[src/rtl/regfile_wr_arbiter.sv]
// Write-port controller for the RV32I register file: round-robin arbitration of two
// writeback requesters plus a post-reset / on-demand clear walk of x1..x31.
module regfile_wr_arbiter #(
    parameter int XLEN  = 32,
    parameter int NREGS = 32,
    parameter int AW    = 5
) (
    input  logic            clk,
    input  logic            reset,
    input  logic            req0_valid,
    output logic            req0_ready,
    input  logic [AW-1:0]   req0_rd,
    input  logic [XLEN-1:0] req0_data,
    input  logic            req1_valid,
    output logic            req1_ready,
    input  logic [AW-1:0]   req1_rd,
    input  logic [XLEN-1:0] req1_data,
    input  logic            init_start,
    output logic            init_busy,
    output logic            rf_we,
    output logic [AW-1:0]   rf_rd,
    output logic [XLEN-1:0] rf_wrs3
);

    typedef enum logic {INIT, RUN} state_t;

    state_t          state, nxt_state;
    logic [AW-1:0]   cnt, nxt_cnt;
    logic            last_grant, nxt_last_grant;
    logic            nxt_we;
    logic [AW-1:0]   nxt_rd;
    logic [XLEN-1:0] nxt_wrs3;

    logic            gnt_vld;
    logic            gnt_sel;
    logic [AW-1:0]   gnt_rd;
    logic [XLEN-1:0] gnt_data;

    assign init_busy = (state == INIT);

    // Grant is purely combinational; init_start blocks it so no write races the restart.
    always_comb begin
        gnt_vld = 1'b0;
        gnt_sel = 1'b0;
        if (state == RUN && !init_start) begin
            if (req0_valid && req1_valid) begin
                gnt_vld = 1'b1;
                gnt_sel = ~last_grant;
            end else if (req0_valid) begin
                gnt_vld = 1'b1;
                gnt_sel = 1'b0;
            end else if (req1_valid) begin
                gnt_vld = 1'b1;
                gnt_sel = 1'b1;
            end
        end
    end

    assign req0_ready = gnt_vld && !gnt_sel;
    assign req1_ready = gnt_vld &&  gnt_sel;
    assign gnt_rd     = gnt_sel ? req1_rd   : req0_rd;
    assign gnt_data   = gnt_sel ? req1_data : req0_data;

    always_comb begin
        nxt_state      = state;
        nxt_cnt        = cnt;
        nxt_last_grant = last_grant;
        nxt_we         = 1'b0;
        nxt_rd         = rf_rd;
        nxt_wrs3       = rf_wrs3;
        case (state)
            INIT: begin
                nxt_we   = 1'b1;
                nxt_rd   = cnt;
                nxt_wrs3 = '0;
                nxt_cnt  = cnt + 1'b1;
                if (cnt == AW'(NREGS - 1))
                    nxt_state = RUN;
            end
            RUN: begin
                if (init_start) begin
                    nxt_state = INIT;
                    nxt_cnt   = AW'(1);
                end else if (gnt_vld) begin
                    // x0 writes still handshake but never reach the file
                    nxt_we         = (gnt_rd != '0);
                    nxt_rd         = gnt_rd;
                    nxt_wrs3       = gnt_data;
                    nxt_last_grant = gnt_sel;
                end
            end
            default: nxt_state = INIT;
        endcase
    end

    always_ff @(posedge clk or negedge reset) begin
        if (!reset) begin
            state      <= INIT;
            cnt        <= AW'(1);
            last_grant <= 1'b1;
            rf_we      <= 1'b0;
            rf_rd      <= '0;
            rf_wrs3    <= '0;
        end else begin
            state      <= nxt_state;
            cnt        <= nxt_cnt;
            last_grant <= nxt_last_grant;
            rf_we      <= nxt_we;
            rf_rd      <= nxt_rd;
            rf_wrs3    <= nxt_wrs3;
        end
    end

endmodule

[config.mk]
export PLATFORM = sky130hd
export DESIGN_NAME = regfile_wr_arbiter
export DESIGN_NICKNAME = d
export VERILOG_FILES = /design/src/rtl/regfile_wr_arbiter.sv
export SDC_FILE = /design/constraint.sdc
export NUM_CORES = 1
export LEC_CHECK = 0
export CAP_MARGIN = 0
export CORE_MARGIN = 1.5
export CORE_UTILIZATION = 29
export DETAILED_ROUTE_END_ITERATION = 10
export GPL_TIMING_DRIVEN = 0
export HOLD_SLACK_MARGIN = 0.02
export PLACE_DENSITY_LB_ADDON = 0.15
export SYNTH_ARGS = -nofsm -noshare
export SYNTH_HDL_FRONTEND = slang
export SYNTH_SLANG_ARGS = --single-unit
[constraint.sdc]
create_clock -name clk -period 2 [get_ports clk]
set_input_delay 0.4 -clock clk [delete_from_list [all_inputs] [get_ports clk]]
set_output_delay 0.4 -clock clk [all_outputs]
set_load 0.1 [all_outputs]
==> impl_metrics.env <==
export IMPL_die_h_um=91.6
export IMPL_regArea_mm2=0.00113
export IMPL_layout_drive_gt1_share=0.0895
export IMPL_relSlewSlack=0.340
export IMPL_clockPowerShare=0.213
export IMPL_place_hpwl_um=5390
export IMPL_power_frac_comb=0.470
export IMPL_slew_viol_final=0
export IMPL_crit_required_ns=1.60
export IMPL_cellLeakagePower_nw=1.70
export IMPL_worst_slack_ns=0.0600
export IMPL_cp_end_kind="output port"
export IMPL_cts_tree="done"
export IMPL_viasPerCell=4.90
export IMPL_drc_errors=0
export IMPL_sw_frac_of_total=0.448
export IMPL_dieArea_mm2=0.00840
export IMPL_synth_nets=331
export IMPL_cp_startpoint="init_start"
export IMPL_numCtsBuffers=5
export IMPL_grt_pass1_vias=2429
export IMPL_synth_cells=250
export IMPL_min_from="init_start"
export IMPL_switchingPower_w=0.00171
export IMPL_min_period_ns=1.94
export IMPL_crit_path_max_fanout=10
export IMPL_skew_ns=0.00617
export IMPL_initial_utilization=0.298
export IMPL_gp_congestion=0.765
export IMPL_synth_ff_latch_count=45
export IMPL_setup_worst_path_class="primary input to output port"
export IMPL_grt_total_usage=0.181
export IMPL_drt_pass1_iter_count=4
export IMPL_clk_latency_ns=0.30
export IMPL_vias=2361
export IMPL_overflow=0
export IMPL_clock_sinks=45
export IMPL_wl_um=7320
export IMPL_antenna_found_initial=0
export IMPL_cts_buffer_depth=2
export IMPL_finalNetCount=460
export IMPL_filler_cell_count=766
export IMPL_status="finished, final reports clean"
export IMPL_clkTransAtPathRegs_ns=0.08
export IMPL_grt_max_degree=35
export IMPL_rows=32
export IMPL_p_seq_frac=0.317
export IMPL_yosysSeqAreaShare=0.495
export IMPL_syn_area_mm2=0.00228
export IMPL_multi_input_area_mm2=0.00105
export IMPL_grt_pass1_wl_um=12000
export IMPL_p_int_w=0.00211
export IMPL_utilization=0.496
export IMPL_synth_avg_cell_area_um2=9.11
export IMPL_startpoint_type="primary input"
export IMPL_final_common_cell="clkdlybuf4s50_1"
export IMPL_io_buffers=119
export IMPL_power_per_cell_area_mw_per_mm2=1010
export IMPL_pre_cts_ws_ns=-1.39
export IMPL_ant_nets=0
export IMPL_wl_per_cell_um=15.2
export IMPL_num_antenna_cells=0
export IMPL_worst_pin_slew_ns=0.993
export IMPL_synth_cell_types=35
export IMPL_cts_root_buf="clkbuf_8"
export IMPL_die_x_um=91.6
export IMPL_cp_arrival_ns=1.54
export IMPL_min_path_type="primary input to register"
export IMPL_synth_warnings=0
export IMPL_fmax_mhz=515
export IMPL_worstReg2RegStart="last_grant"
export IMPL_rsz0062_at_grt="false"
export IMPL_max_vdd_ir_drop_mv=0.495
export IMPL_core_mm2=0.00765
export IMPL_finalHoldViolCount=0
export IMPL_post_route_period_util=0.970
export IMPL_ios=120
export IMPL_drt_iter0_drc=54
export IMPL_finalSetupViolations=0
export IMPL_maxCapViolCount=0
export IMPL_area_growth_pct=66.6
export IMPL_htreeDepth=2
export IMPL_final_cell_mix="74 x clkdlybuf4s50_1, 43 x dfrtp_1, 40 x dlygate4sd2_1"
[power groups by stage]
stage	clock network [W]	logic, W	registers (W)
4_1_cts	0.000837	0.00182	0.00121
5_1_grt	0.000869	0.00191	0.00123
3_3_place_gp	0	0.00185	0.00123
2_1_floorplan	0	0.000589	0.00192
6_report	0.000816	0.00180	0.00121
3_5_place_dp	0	0.00187	0.00123
[layout make-up]
| type | instances | area share |
|---|---|---|
| inverter | 7 | 0.00692 |
| buffer | 23 | 0.0340 |
| clock inverter | 3 | 0.0171 |
| multi-input combinational | 175 | 0.278 |
| timing repair buffer | 122 | 0.315 |
| clock buffer | 5 | 0.0181 |
| sequential | 45 | 0.297 |
| tap | 102 | 0.0336 |
[worst max-delay path, stage by stage]
cell and delay (ns):
clkdlybuf4s15_2 0.23, nand2b_4 0.18, or2_1 0.26, buf_8 0.16, nor2_4 0.12, buf_12 0.18
[stage by stage]
stage          hold slack (ns)  TNS [ns]  total power, W  area (um2)  std cells
2_1_floorplan            0.104         0         0.00251        2320        250
3_3_place_gp             0.492    -53.29         0.00308        3630        471
3_5_place_dp             0.317    -13.19         0.00310        3650        472
4_1_cts                  0.454         0         0.00386        3790        482
5_1_grt                  0.471         0         0.00402        3790        482
6_report                 0.464         0         0.00382        3790        482
[sequential cells by signal, indices dropped and copies added, names as in the netlist]
signal	count
last_grant	1
rf_we	1
state	1
rf_rd	5
rf_wrs3	32
cnt	5
[routing by layer]
layer  global-route usage  wire length, um
met1                0.230             3320
met2                0.295             3360
met3               0.0638              580
met4               0.0430               59
met5                    0                0
[cells in the mapped netlist, drive strengths merged]
library cell / count / area share
dfrtp: 43 / 0.47
a31o: 1 / 0.0038
a21o: 1 / 0.0033
xnor2: 1 / 0.0038
nand3: 35 / 0.077
o2111ai: 1 / 0.0038
or2: 1 / 0.0027
buf: 7 / 0.015
o311a: 1 / 0.0044
nand2: 5 / 0.0082
mux2i: 4 / 0.018
dfstp: 2 / 0.023
o31ai: 32 / 0.11
nor4: 1 / 0.0027
inv: 7 / 0.012
o2bb2ai: 2 / 0.0077
nor3: 32 / 0.070
clkbuf: 16 / 0.026
o211ai: 1 / 0.0033
xor2: 1 / 0.0038
o22ai: 2 / 0.0055
o21bai: 1 / 0.0033
nand2b: 2 / 0.0088
ha: 2 / 0.011
and3: 2 / 0.0055
nor2: 35 / 0.058
or3: 2 / 0.0060
o21a: 1 / 0.0033
or4: 1 / 0.0033
a21bo: 1 / 0.0044
o21ai: 2 / 0.0044
a21boi: 1 / 0.0049
o221ai: 4 / 0.015
[logic make-up (layout without fill, tap and decap cells)]
family,Yosys count,in the layout,share of synthesized area
muxes,4,4,0.0176
adders and majority gates,2,2,0.0110
DFF,45,45,0.495
and+or+nand+nor,116,116,0.242
buffers and inverters,30,160,0.0533
xor gates and xnor gates,2,2,0.00769
AOI/OAI and AO/OA,51,51,0.173
[final timing paths]
path / end / depth (start not counted) / slack, ns
max: req0_ready / 6 / 0.06
min: cnt[1] / 2 / 0.46
max reg2reg: rf_wrs3[31] / 5 / 0.33
min reg2reg: rf_wrs3[28] / 2 / 0.51
max in group asynchronous: last_grant / 3 / 0.92
min in group asynchronous: rf_wrs3[5] / 2 / 0.52
[repair_timing]
item                                    CTS  global route
setup buffers                             1             0
pin swaps                                 1             0
endpoints found under the setup margin   54             2
hold buffers                              1             0
hold endpoints to repair                 11             0
resized for setup                        68             2
(Power assumes the default switching activity.)
